--- src/rtl/phase_nco.sv ---
// phase_nco: phase accumulator NCO front end with ROM sample capture, valid/ready output and drop tracking
module phase_nco #(
    parameter int PHASE_WIDTH    = 32,
    parameter int SAMPLE_WIDTH   = 16,
    parameter int DROP_CNT_WIDTH = 16
) (
    input  logic                             clk,
    input  logic                             rst,
    input  logic                             tick,
    input  logic                             cfg_valid,
    output logic                             cfg_ready,
    input  logic        [PHASE_WIDTH-1:0]    cfg_fcw,
    input  logic        [PHASE_WIDTH-1:0]    cfg_phase_off,
    input  logic                             cfg_phase_reset,
    output logic        [PHASE_WIDTH-1:0]    phase,
    input  logic signed [SAMPLE_WIDTH-1:0]   rom_sample,
    output logic                             out_valid,
    input  logic                             out_ready,
    output logic signed [SAMPLE_WIDTH-1:0]   out_sample,
    output logic                             overrun,
    output logic        [DROP_CNT_WIDTH-1:0] drop_count
);
    typedef enum logic {IDLE, RUN} state_t;
    state_t state, state_nxt;
    logic [PHASE_WIDTH-1:0] acc, fcw, off;
    logic s1, s2, busy, cfg_acc, tick_acc, drop;
    // handshake decode: config wins over a same-cycle tick, which then counts as dropped
    always_comb begin
        busy      = s1 || s2;
        cfg_ready = (state == IDLE) || !busy;
        cfg_acc   = cfg_valid && cfg_ready;
        tick_acc  = tick && (state == RUN) && !busy && (!out_valid || out_ready) && !cfg_acc;
        drop      = tick && (state == RUN) && !tick_acc;
        state_nxt = cfg_acc ? RUN : state;
    end
    // state register: first accepted config enters RUN for good
    always_ff @(posedge clk) begin
        if (rst) state <= IDLE;
        else     state <= state_nxt;
    end
    // configuration and phase accumulation, both sums wrap modulo 2^PHASE_WIDTH
    always_ff @(posedge clk) begin
        if (rst) begin
            acc   <= '0;
            fcw   <= '0;
            off   <= '0;
            phase <= '0;
        end else if (cfg_acc) begin
            fcw <= cfg_fcw;
            off <= cfg_phase_off;
            acc <= cfg_phase_reset ? '0 : acc;
        end else if (tick_acc) begin
            phase <= acc + off;
            acc   <= acc + fcw;
        end
    end
    // in-flight tracking and output capture two edges after the accepted tick
    always_ff @(posedge clk) begin
        if (rst) begin
            s1         <= 1'b0;
            s2         <= 1'b0;
            out_valid  <= 1'b0;
            out_sample <= '0;
        end else begin
            s1 <= tick_acc;
            s2 <= s1;
            if (s2) begin
                out_sample <= rom_sample;
                out_valid  <= 1'b1;
            end else if (out_valid && out_ready) begin
                out_valid <= 1'b0;
            end
        end
    end
    // drop bookkeeping: a drop on a config edge still leaves overrun set
    always_ff @(posedge clk) begin
        if (rst) begin
            overrun    <= 1'b0;
            drop_count <= '0;
        end else begin
            if (drop)         overrun <= 1'b1;
            else if (cfg_acc) overrun <= 1'b0;
            if (drop && drop_count != '1) drop_count <= drop_count + 1'b1;
        end
    end
endmodule
--- config.mk ---
export PLATFORM = sky130hd
export DESIGN_NAME = phase_nco
export DESIGN_NICKNAME = d
export VERILOG_FILES = /design/src/rtl/phase_nco.sv
export SDC_FILE = /design/constraint.sdc
export NUM_CORES = 1
export LEC_CHECK = 0
export BUFFER_PORTS_ARGS = -buffer_cell sky130_fd_sc_hd__buf_4
export CAP_MARGIN = 15
export CORE_ASPECT_RATIO = 0.75
export CORE_MARGIN = 3
export CORE_UTILIZATION = 50
export DETAILED_ROUTE_END_ITERATION = 12
export PLACE_DENSITY_LB_ADDON = 0.12
export SYNTH_ARGS = -nofsm -noshare
export SYNTH_HDL_FRONTEND = slang
export SYNTH_SLANG_ARGS = --single-unit
--- constraint.sdc ---
create_clock -name clk -period 2.7 [get_ports clk]
set_input_delay 0.54 -clock clk [delete_from_list [all_inputs] [get_ports clk]]
set_output_delay 0.54 -clock clk [all_outputs]
set_load 0.1 [all_outputs]
==> flow_summary.yaml <==
placed_design:
  hpwl_mm: 16.8
  place_ws_ns: -0.164
  routabilityCongestion: 0.948
  portBuffers: 152
floorplan:
  core-area_sq_um: 17000
  pin_count: 153
  die_x_um: 159
  dieArea_sq_um: 19100
  num_rows: 41
  die_y_um: 121
  floorplan.initialDensity: 0.515
timing:
  fin_crit_ns: 2.77
  finalHoldViolCount: 0
  rsz0062_at_grt: "yes"
  slew_viol_final: 0
  setup_slack_ns: -0.0688
  post-route-period-util: 1.03
  slew-limit-headroom: 0.541
  setup_tns_ns: -0.0715
  fmax_mhz: 361
  setup_viol: 3
  worst_slew_pin_slew_ns: 0.688
  clock_skew_ns: 0.00760
clocking:
  tritoncts: "yes"
  cts_buffer_depth: 2
  root_buffer: "clkbuf_16"
  cts_sinks: 165
  clk_pin_slew_ns: 0.07
  clk_latency_ns: 0.43
  hold_buffers: 0
  numCtsBuffers: 17
  htreeDepth: 4
grt:
  antenna_found_initial: 0
  grt_usage: 0.237
  grt_max_degree: 66
  grt_pass1_wl_mm: 37.0
  grt_pass1_vias: 7184
  grt_overflow: 0
synth:
  synth.distinct_cells: 71
  ys_warn_count: 0
  synthSimpleGateAreaFrac: 0.180
  synth_top_family_by_area: "compound AO/OA/AOI/OAI gates"
  synth_area_leaders: "dfxtp_1 38%, ha_1 9.0%, nand2_1 8.8%, a21oi_1 7.8%, xnor2_1 3.9%"
  synth_async_sr_flop_share: 0
  synth_enable_flop_cells: 0
  syn_area_per_cell_sq_um: 8.38
  synth_nets: 1195
  yosys.area.top_type_share: 0.378
  ys.flop_type: "dfxtp_1"
  muxShareOfSynthArea: 0.0217
  ys_ff_latch: 165
  synth_compound_area_frac: 0.230
  synth_xor_area_frac: 0.0661
  netlist_area_sq_um: 8750
  synth-seq-area-share: 0.378
  synthCells: 1044
  yosys.area.top_type: "dfxtp_1"
  synthAdderAreaFrac: 0.0947
pwr:
  max-vdd-ir-drop_mv: 0.379
  powerDensity_nw_per_um2: 519
  power.leakage_nw: 5.04
cells_and_area:
  final_nets: 1357
  areaGrowthSynthToFinish_pct: 27.5
  drive_gt1_frac: 0.243
  antenna_cells: 0
critical_path:
  path_max_fanout: 3
  path_cells: "ha_4, fa_2, a21oi_4, o211ai_1, a221oi_2, a211oi_2, o41ai_4, o21ai_2, a21o_1, xor2_1, a22o_1"
  cp_slowest_cell: "fa_2"
  cp-start-kind: "flip-flop"
  cp.required_ns: 3.03
  reg2reg_depth: 11
  arrival_ns: 3.10
  crit_path_end_kind: "flip-flop"
  path_class: "reg -> reg"
  slowest_delay_ns: 0.38
detailed_routing:
  top_layer: "met4"
  drt_pass1_iterations: 5
  via_per_inst: 5.43
  wl_met1_mm: 11.9
  drt_iter0_markers: 637
  route.met2.wl_mm: 9.11
  avgRoutedWirePerCell_um: 15.6
  finalWirelength_mm: 22.7
  vias: 7896
  wl_met3_mm: 1.37
  antenna_left: 0
  route.detailed.drc: 0
min_path:
  holdPathStages: 3
  hp-class: "in -> reg"
run:
  maxCapViolations: 0
status:
  status: "finished, violations left"
  violations: "negative setup slack"
final timing paths:
path / start / endpoint / slack [ns]
worst max register to register: acc[0] / phase[30] / -0.07
worst min register to register: phase[31] / phase[31] / 0.45
worst max-delay path: acc[0] / phase[30] / -0.07
worst min-delay path: cfg_valid / state / 0.34
through the flow:
step / instance area, sq um / cells / total power, mW / util / hold WS (ns)
6_report: 11200 / 1455 / 5.78 / 0.657 / 0.338
5_1_grt: 11200 / 1455 / 6.01 / 0.657 / 0.331
4_1_cts: 11000 / 1448 / 5.81 / 0.645 / 0.324
3_5_place_dp: 10300 / 1414 / 3.26 / 0.606 / 0.444
3_3_place_gp: 10300 / 1414 / 3.25 / 0.606 / 0.440
2_1_floorplan: 8780 / 1044 / 3.02 / - / 0.440
final cells by class:
cell class              count  area (sq um)
multi-input cells         814          5380
well taps                 236           295
fillers                  1477          5830
flip-flops and latches    165          3320
clock buffers              17           425
repair buffers            195          1490
inverters                  13          48.8
clock inverters            15           191
cells in the mapped netlist (all sizes together) (10+ instances only):
library cell	instances
dfxtp	165
nand3	17
nor2b	10
nand4	10
nand2	206
nor2	71
clkbuf	39
a211oi	10
a21oi	136
xnor2	39
ha	63
xor2	27
a21o	36
inv	13
a22o	35
o21ai	42
mux2i	19
buf	13
a31oi	12
registers in the layout, indices dropped and copies added (netlist names):
register    count
phase          32
fcw            32
s2              1
s1              1
out_sample     16
state           1
acc            32
overrun         1
drop_count     16
off            32
out_valid       1
power by group:
part	total, mW	internal (mW)	switching (mW)
combinational	0.655	0.256	0.399
sequential	2.56	2.51	0.0538
clock	2.57	1.48	1.09
total	5.78	4.24	1.54
cell usage in the layout, fill, tap and decap left out, types with 4 or more instances in the layout:
cell and count:
a211oi_1 8, a21o_1 33, a21oi_1 128, a21oi_2 7, a22o_1 35, a31oi_1 9, and2_1 5, and3_1 6
buf_4 193, clkbuf_16 17, dfxtp_1 153, dfxtp_2 11, ha_1 56, ha_2 5, inv_1 12, inv_6 6
mux2i_1 19, nand2_1 204, nand3_1 16, nand4_1 10, nor2_1 69, nor2b_1 9, nor3_1 5, o21ai_0 19
o21ai_1 17, o21ai_2 4, o21bai_1 4, or3_1 8, xnor2_1 39, xor2_1 26
routing by layer:
metal,up-vias,global-route usage
li1,4017,-
met1,3624,0.367
met2,233,0.332
met3,22,0.0514
met4,0,0.0558
met5,-,0
logic make-up (layout without fill, tap and decap cells):
| family | count (synthesis) | in the layout |
|---|---|---|
| fa+ha+maj | 65 | 65 |
| xor+xnor | 66 | 66 |
| mux | 19 | 19 |
| simple gates | 356 | 356 |
| compound gates | 308 | 308 |
| buf+inv | 65 | 240 |
| flops | 165 | 165 |
what timing repair did:
item,CTS,global route
buffers inserted,2,7
pin swaps,6,22
gates resized for setup,6,33
hold endpoints to repair,0,0
endpoints found under the setup margin,11,18
critical path, delay by kind of cell (launching register included):
kind / cells / cell delay [ns]
xor gates and xnor gates: 1 / 0.14
DFF: 1 / 0.34
AOI/OAI and AO/OA: 8 / 1.64
adders and majority gates: 2 / 0.54
No activity file was read; power rests on OpenSTA's default activity.
